<file path="src/rtl/pwm_capture.sv">
// pwm_capture: measures period and high time of an external PWM input.
// The pin is synchronised and its edges detected. An optional prescaler
// sets the measurement tick rate. A three-state FSM times the high phase
// and the full period, then publishes both values with a one-cycle valid
// pulse. A sticky timeout flag reports a counter that saturated because
// the input stopped toggling.
`timescale 1ns/1ps

module pwm_capture (
    input  logic        clk,
    input  logic        reset,
    input  logic [5:0]  control,
    input  logic        pwm_in,
    output logic [15:0] period,
    output logic [15:0] high_time,
    output logic        valid,
    output logic        timeout,
    output logic        busy
);

    typedef enum logic [1:0] {
        IDLE = 2'd0,
        HIGH = 2'd1,
        LOW  = 2'd2
    } state_t;

    localparam logic [15:0] CNT_MAX = 16'hFFFF;

    // Control field decode
    logic       enable;
    logic       clear_flags;
    logic [2:0] prescale_sel;
    logic       reserved_unused;

    assign enable          = control[0];
    assign clear_flags     = control[1];
    assign reserved_unused = control[2];
    assign prescale_sel    = control[5:3];

    // Synchroniser chain and edge detection
    logic sync1_reg;
    logic sync2_reg;
    logic delayed_reg;
    logic rise;
    logic fall;

    // Two-flop synchroniser plus one delay flop for edge comparison
    always_ff @(posedge clk or posedge reset) begin
        if (reset) begin
            sync1_reg   <= 1'b0;
            sync2_reg   <= 1'b0;
            delayed_reg <= 1'b0;
        end else begin
            sync1_reg   <= pwm_in;
            sync2_reg   <= sync1_reg;
            delayed_reg <= sync2_reg;
        end
    end

    assign rise = sync2_reg & ~delayed_reg;
    assign fall = ~sync2_reg & delayed_reg;

    // Prescaler
    logic [12:0] div_m1;
    logic [12:0] pre_cnt_reg;
    logic [12:0] pre_cnt_next;
    logic        tick;

    // Decode the selected divide ratio into its terminal count (N-1)
    always_comb begin
        div_m1 = 13'd0;
        case (prescale_sel)
            3'd0: div_m1 = 13'd0;
            3'd1: div_m1 = 13'd7;
            3'd2: div_m1 = 13'd63;
            3'd3: div_m1 = 13'd255;
            3'd4: div_m1 = 13'd1023;
            3'd5: div_m1 = 13'd2047;
            3'd6: div_m1 = 13'd4095;
            3'd7: div_m1 = 13'd8191;
            default: div_m1 = 13'd0;
        endcase
    end

    // ">=" rather than "==" so a mid-run switch to a smaller ratio
    // recovers immediately instead of wrapping through all 8192 counts.
    assign tick = enable && (pre_cnt_reg >= div_m1);

    // Prescale counter next value: restart on rising edges so the
    // measurement windows line up with the waveform.
    always_comb begin
        pre_cnt_next = pre_cnt_reg + 13'd1;
        if (!enable || rise || tick) begin
            pre_cnt_next = 13'd0;
        end
    end

    // Prescale counter register
    always_ff @(posedge clk or posedge reset) begin
        if (reset) begin
            pre_cnt_reg <= 13'd0;
        end else begin
            pre_cnt_reg <= pre_cnt_next;
        end
    end

    // Measurement FSM
    state_t      state_reg;
    state_t      state_next;
    logic [15:0] cnt_reg;
    logic [15:0] cnt_next;
    logic [15:0] hold_reg;
    logic [15:0] hold_next;
    logic [15:0] cnt_inc;
    logic        capture;
    logic        sat_set;

    // The count including this cycle's tick, saturating at the maximum
    assign cnt_inc = (tick && (cnt_reg != CNT_MAX)) ? (cnt_reg + 16'd1) : cnt_reg;

    // State, measure counter and held high count registers
    always_ff @(posedge clk or posedge reset) begin
        if (reset) begin
            state_reg <= IDLE;
            cnt_reg   <= 16'd0;
            hold_reg  <= 16'd0;
        end else begin
            state_reg <= state_next;
            cnt_reg   <= cnt_next;
            hold_reg  <= hold_next;
        end
    end

    // Next-state logic: edges take priority over saturation in each state
    always_comb begin
        state_next = state_reg;
        cnt_next   = cnt_reg;
        hold_next  = hold_reg;
        capture    = 1'b0;
        sat_set    = 1'b0;
        if (!enable) begin
            state_next = IDLE;
            cnt_next   = 16'd0;
            hold_next  = 16'd0;
        end else begin
            case (state_reg)
                IDLE: begin
                    if (rise) begin
                        state_next = HIGH;
                        cnt_next   = 16'd0;
                    end
                end
                HIGH: begin
                    if (rise) begin
                        // Missed falling edge: restart without capturing
                        state_next = HIGH;
                        cnt_next   = 16'd0;
                    end else if (fall) begin
                        state_next = LOW;
                        hold_next  = cnt_inc;
                        cnt_next   = cnt_inc;
                    end else if (cnt_inc == CNT_MAX) begin
                        state_next = IDLE;
                        cnt_next   = 16'd0;
                        sat_set    = 1'b1;
                    end else begin
                        cnt_next   = cnt_inc;
                    end
                end
                LOW: begin
                    if (rise) begin
                        state_next = HIGH;
                        cnt_next   = 16'd0;
                        capture    = 1'b1;
                    end else if (cnt_inc == CNT_MAX) begin
                        state_next = IDLE;
                        cnt_next   = 16'd0;
                        sat_set    = 1'b1;
                    end else begin
                        cnt_next   = cnt_inc;
                    end
                end
                default: begin
                    state_next = IDLE;
                    cnt_next   = 16'd0;
                end
            endcase
        end
    end

    // Result registers, valid pulse and sticky timeout (set beats clear)
    always_ff @(posedge clk or posedge reset) begin
        if (reset) begin
            period    <= 16'd0;
            high_time <= 16'd0;
            valid     <= 1'b0;
            timeout   <= 1'b0;
        end else begin
            valid   <= capture;
            timeout <= sat_set | (timeout & ~clear_flags);
            if (capture) begin
                period    <= cnt_inc;
                high_time <= hold_reg;
            end
        end
    end

    assign busy = (state_reg != IDLE);

endmodule

</file>
<file path="config.mk">
export PLATFORM = sky130hd
export DESIGN_NAME = pwm_capture
export DESIGN_NICKNAME = d
export VERILOG_FILES = /design/src/rtl/pwm_capture.sv
export SDC_FILE = /design/constraint.sdc
export NUM_CORES = 1
export LEC_CHECK = 0
export BUFFER_PORTS_ARGS = -buffer_cell sky130_fd_sc_hd__buf_2
export CORE_MARGIN = 8
export CORE_UTILIZATION = 53
export CTS_CLUSTER_SIZE = 24
export DETAILED_ROUTE_END_ITERATION = 7
export PLACE_DENSITY = 0.79
export REMOVE_ABC_BUFFERS = 1
export SLEW_MARGIN = 25
export SYNTH_ARGS = -nofsm -noshare
export SYNTH_HDL_FRONTEND = slang
export SYNTH_SLANG_ARGS = --single-unit
export TNS_END_PERCENT = 5
</file>
<file path="constraint.sdc">
create_clock -name clk -period 2.95 [get_ports clk]
set_clock_uncertainty 0.05 [all_clocks]
set_input_delay 0.59 -clock clk [delete_from_list [all_inputs] [get_ports clk]]
set_output_delay 0.59 -clock clk [all_outputs]
set_load 0.02 [all_outputs]
</file>
# Word level (Yosys, flattened, before mapping)
# Memories as Yosys holds them, arrays and structs flattened.
# Index checks and enable logic that the tools add are counted.
# word_totals
reg_bits	84
rom_bits	104
input_bits	9
output_inout_bits	35
word_cells	67
mem_count	1
# classes
n_addsub	2
order_cmp	1
eq_ne	8
mux	29
n_bitwise	7
n_reduce_logical	8
# mem_list
memory	depth	width	rd	rd_clocked_by_memory_dff	write_ports	line	rtl
(name not given)	8	13	1	0	0	72	case (prescale_sel)
# ops
cell	n
$mux W16	11
$pmux W16 S3	1
$add A16 B1 Y16 const B	1
$eq A16 B16 Y1 const B	1
$ne A16 B16 Y1 const B	1
$add A13 B1 Y13 const B	1
$ge A13 B13 Y1	1
$mux W13	1
$mux W2	6
$mux W1	8
$pmux W2 S3	1
$ne A2 B1 Y1 const B	2
$and A1 B1 Y1	3
$ne A3 B3 Y1 const B	1
$not A1 Y1	3
$reduce_and A3 Y1	1
$eq A2 B1 Y1 const B	1
$eq A2 B2 Y1 const B	1
$logic_and A1 B1 Y1	2
$logic_not A2 Y1	1
$logic_or A1 B1 Y1	2
$ne A2 B2 Y1 const B	1
$pmux W1 S2	1
$reduce_bool A2 Y1	1
other kinds (2)	2

# Depth between registers and ports, before layout
# An unclocked memory read counts as a cell.
# depth
word_depth	12
depth_mapped	14
depth_no_buf	12

# Worst setup path before layout
# No wires, ideal clock.
# synth_path
path_kind	in2reg
startpoint	input port control[3]
endpoint	register cnt_reg[4]
setup_ps	126
arrival_time_ps	3185
t_required_ps	2774
setup_slack_ps	-411
stages	13
n_path_buf	1
cell_sequence	nor3_1 > inv_1 > ha_1 > nand2b_1 > o311ai_0 > o21ai_1 > a211oi_2 > buf_2 > o21ai_0 > a211oi_1 > nand4_2 > and2_4 > a221o_1
# synth_between
elab_chain_len	11
elab_cells_between_ends	12
classes_between	order compare (1); eq/ne (1); mux (7); reduce/logical (2); memory (1)
# synth_lines
element	line	rtl
start, declared	12	input logic [5:0] control,
$mem_v2 Z8 W13 *	n/a	
$ge A13 B13 Y1 *	87	assign tick = enable && (pre_cnt_reg >= div_m1);
$logic_and A1 B1 Y1 *	87	
$logic_and A1 B1 Y1 *	119	assign cnt_inc = (tick && (cnt_reg != CNT_MAX)) ? (cnt_reg + 16'd1) : cnt_reg;
$mux W16 *	119	
$eq A16 B16 Y1	162, 175	
$mux W16	162, 175	
$mux W16	158	end else if (fall) begin
$mux W16	154	if (rise) begin
$pmux W16 S3 *	146	case (state_reg)
$mux W16 *	141	if (!enable) begin
end signal, assigned	129	cnt_reg <= cnt_next;
end, declared	110	logic [15:0] cnt_reg;
# Every way passes the cells marked *; elsewhere a longest branch is shown, timed or not.
# A chain may end at the register's enable or synchronous reset.

# Final worst setup path
# layout_path
startpoint	input port control[4]
endpoint	register cnt_reg[8]
# Same word-level chain as after synthesis.

==> results_dict.tcl <==
set metrics [dict create \
    status "complete, but fails checks" \
    violations "setup timing" \
    critPathKind "input port to register" \
    n_fill_cell 611 \
    rrSetupSlack_ns -0.17 \
    fin_ws_ns -0.188 \
    grt_pass1_wl_um 18900 \
    synth.distinct_cells 62 \
    drv_slew 0 \
    leakage_nw 2.71 \
    grt_overflow_total 0 \
    cp-endpoint "cnt_reg[8]" \
    yosysSeqAreaShare_pct 48.8 \
    fp.dieW_um 106 \
    hold_class "input port to async pin" \
    async_reset_ff_share_pct 100 \
    area_delta_synth_final_pct 31.0 \
    num_io_pins 44 \
    worst_pin_slew_ns 0.725 \
    vias_per_cell 5.91 \
    rows 33 \
    root_buffer "clkbuf_8" \
    finalCritPeriodShare_pct 106 \
    rsz0062_at_grt "true" \
    worstRegToRegCells 11 \
    grt_max_degree 46 \
    vias 3989 \
    clk_pin_slew_ns 0.09 \
    clock_latency_ns 0.36 \
    wire_per_inst_um 17.7 \
    drv_cap 0 \
    dp_hpwl_um 7890 \
    drtIter0Drc 368 \
    drc_errors 0 \
    die-area_um2 11300 \
    cts_hold_buf 0 \
    finalSetupViolCount 22 \
    htree_levels 3 \
    drive_gt1_share_pct 30.2 \
    antenna_cells 0 \
    critPathLaunch "control[4]" \
    powerDensity_nw_per_um2 467 \
    die_h_um 106 \
    hold_viol_final 0 \
    fin_crit_ns 3.14 \
    start_util_pct 53.5 \
    nets 589 \
    wl_um 11900 \
    cts_tree "done" \
    portBuffers 42 \
    crit_top_cell "buf_6" \
    synth_edf_count 0 \
    mostFrequentLayoutCells "nand2_1 (94), dfrtp_1 (84), buf_4 (53), nor2_1 (45), buf_2 (39)" \
    synth_flop_cell "dfrtp_1" \
    pre_cts_ws_ns -0.722 \
    gp_congestion 0.988 \
    crit_path_end_kind "register" \
    syn_area_um2 4310 \
    clockBufferDepth 2 \
    antenna_left 0 \
    critPathSlowestCell "a311oi_1" \
    cts-buffers-inserted 9 \
    final_common_cell "nand2_1" \
    start_kind "input port" \
    irDropWorstVdd_uv 322 \
    core_area_um2 8050 \
    antenna_found_initial 0 \
    fmax_ghz 0.319 \
    grt_pass1_vias 3840 \
    r2r-start "pre_cnt_reg[5]" \
    slew_headroom_pct 51.5 \
    crit_chain "buf_8 > buf_6 > nor2_1 > ha_1 > a311oi_1 > nor3b_4 > buf_4 > a211o_4 > a31oi_2 > a211oi_2 > nand4_4 > buf_6 > or4b_1 > mux2i_1" \
    ys.warnings.count 0 \
    worstPathArrival_ns 3.37 \
    finish.utilization_pct 70.1 \
    worstPathMaxFanout 6 \
    r2r-end "cnt_reg[8]" \
    syn-instance-count 470 \
    synth-seq-cells 84 \
    cp.required_ns 3.18 \
    synth_area_per_cell_um2 9.17 \
    critPathMaxStageDelay_ns 0.50 \
    clock_sinks 84 \
    first_pass_iters 5 \
    grtUsageTotal_pct 20.6 \
]
## synthesized netlist by cell type (2+ instances only)
cell / n / area share (%)
nand2_1: 96 / 8.4
dfrtp_1: 84 / 49
nor2_1: 46 / 4.0
nand3_1: 20 / 2.3
o21ai_0: 20 / 2.3
ha_1: 15 / 4.4
inv_1: 15 / 1.3
clkbuf_1: 14 / 1.2
a211oi_1: 13 / 2.3
a31oi_1: 13 / 1.9
and3_1: 11 / 1.6
xnor2_1: 11 / 2.2
a21oi_1: 10 / 1.2
xor2_1: 10 / 2.0
nand4_1: 9 / 1.3
buf_2: 7 / 0.81
nor3_1: 7 / 0.81
o21ai_1: 7 / 0.81
mux2i_1: 5 / 1.2
nand2b_1: 3 / 0.44
nor2b_1: 3 / 0.44
o22ai_1: 3 / 0.44
a2111oi_0: 2 / 0.41
a22o_1: 2 / 0.41
and2_1: 2 / 0.29
o2bb2ai_1: 2 / 0.41
o31a_1: 2 / 0.41
or2_2: 2 / 0.29
or3_1: 2 / 0.29
or3_4: 2 / 0.52
## cell type report
type	instances	area, µm²	area share, %
flip-flops and latches	84	2100	37.3
clock buffers	9	124	2.20
clock inverters	7	105	1.86
repair buffers	106	767	13.6
multi-input cells	348	2350	41.7
inverters	16	61.3	1.09
well taps	105	131	2.33
## stage by stage
| stage | TNS, ns | hold slack, ns | cells | power [mW] | cell area [µm²] |
|---|---|---|---|---|---|
| after global routing | -4.66 | 0.277 | 675 | 2.75 | 5640 |
| after floorplan | -16.50 | 0.281 | 448 | 1.50 | 4220 |
| after global placement | -16.46 | 0.282 | 651 | 1.62 | 4990 |
| final | -2.25 | 0.267 | 675 | 2.63 | 5640 |
| after detailed placement | -18.78 | 0.286 | 651 | 1.64 | 4990 |
| after CTS | -1.56 | 0.276 | 674 | 2.63 | 5490 |
## worst max-delay path: cells and delay by family
kind / cells / cell delay [ns]
buffers and inverters: 4 / 0.48
AOI/OAI and AO/OA: 4 / 1.15
and+or+nand+nor: 4 / 0.73
muxes: 1 / 0.17
adders and majority gates: 1 / 0.22
## logic make-up (layout without fill, tap and decap cells)
group	Yosys count	in the layout	synth area share, %
buf+inv	38	138	3.51
xor+xnor	21	21	4.27
compound gates	91	91	14.2
fa+ha+maj	15	15	4.36
flops	84	84	48.8
simple gates	215	215	23.5
mux	6	6	1.42
## how the worst min path moves through the flow
stage              start       endpoint  slack (ns)  cells past startpoint
6_report           reset  high_time[10]        0.27                      2
5_1_grt           pwm_in      sync1_reg        0.28                      1
4_1_cts            reset   high_time[6]        0.28                      2
3_5_place_dp   sync1_reg      sync2_reg        0.29                      0
3_3_place_gp   sync1_reg      sync2_reg        0.28                      0
2_1_floorplan  sync1_reg      sync2_reg        0.28                      0
## report_power, final
group          leakage (nW)  switching, mW  total, mW  internal, mW
clock network         0.112          0.463      0.953         0.490
registers              1.16         0.0387       1.24          1.20
logic                  1.44          0.283      0.444         0.162
## timing repair
action,in CTS,in global routing
buffers inserted,7,1
pin swaps,19,23
gates cloned,1,0
hold endpoints to repair,0,0
gates resized for setup,46,26
endpoints found under the setup margin,21,29
## routing by layer
layer	vias to the layer above	routed length, µm	global-route usage [%]
met5	-	0	0
met4	0	333	8.94
met3	44	867	3.33
met2	182	5570	32.8
met1	1932	5180	27.1
li1	1831	-	-
No activity file was read; power rests on OpenSTA's default activity.
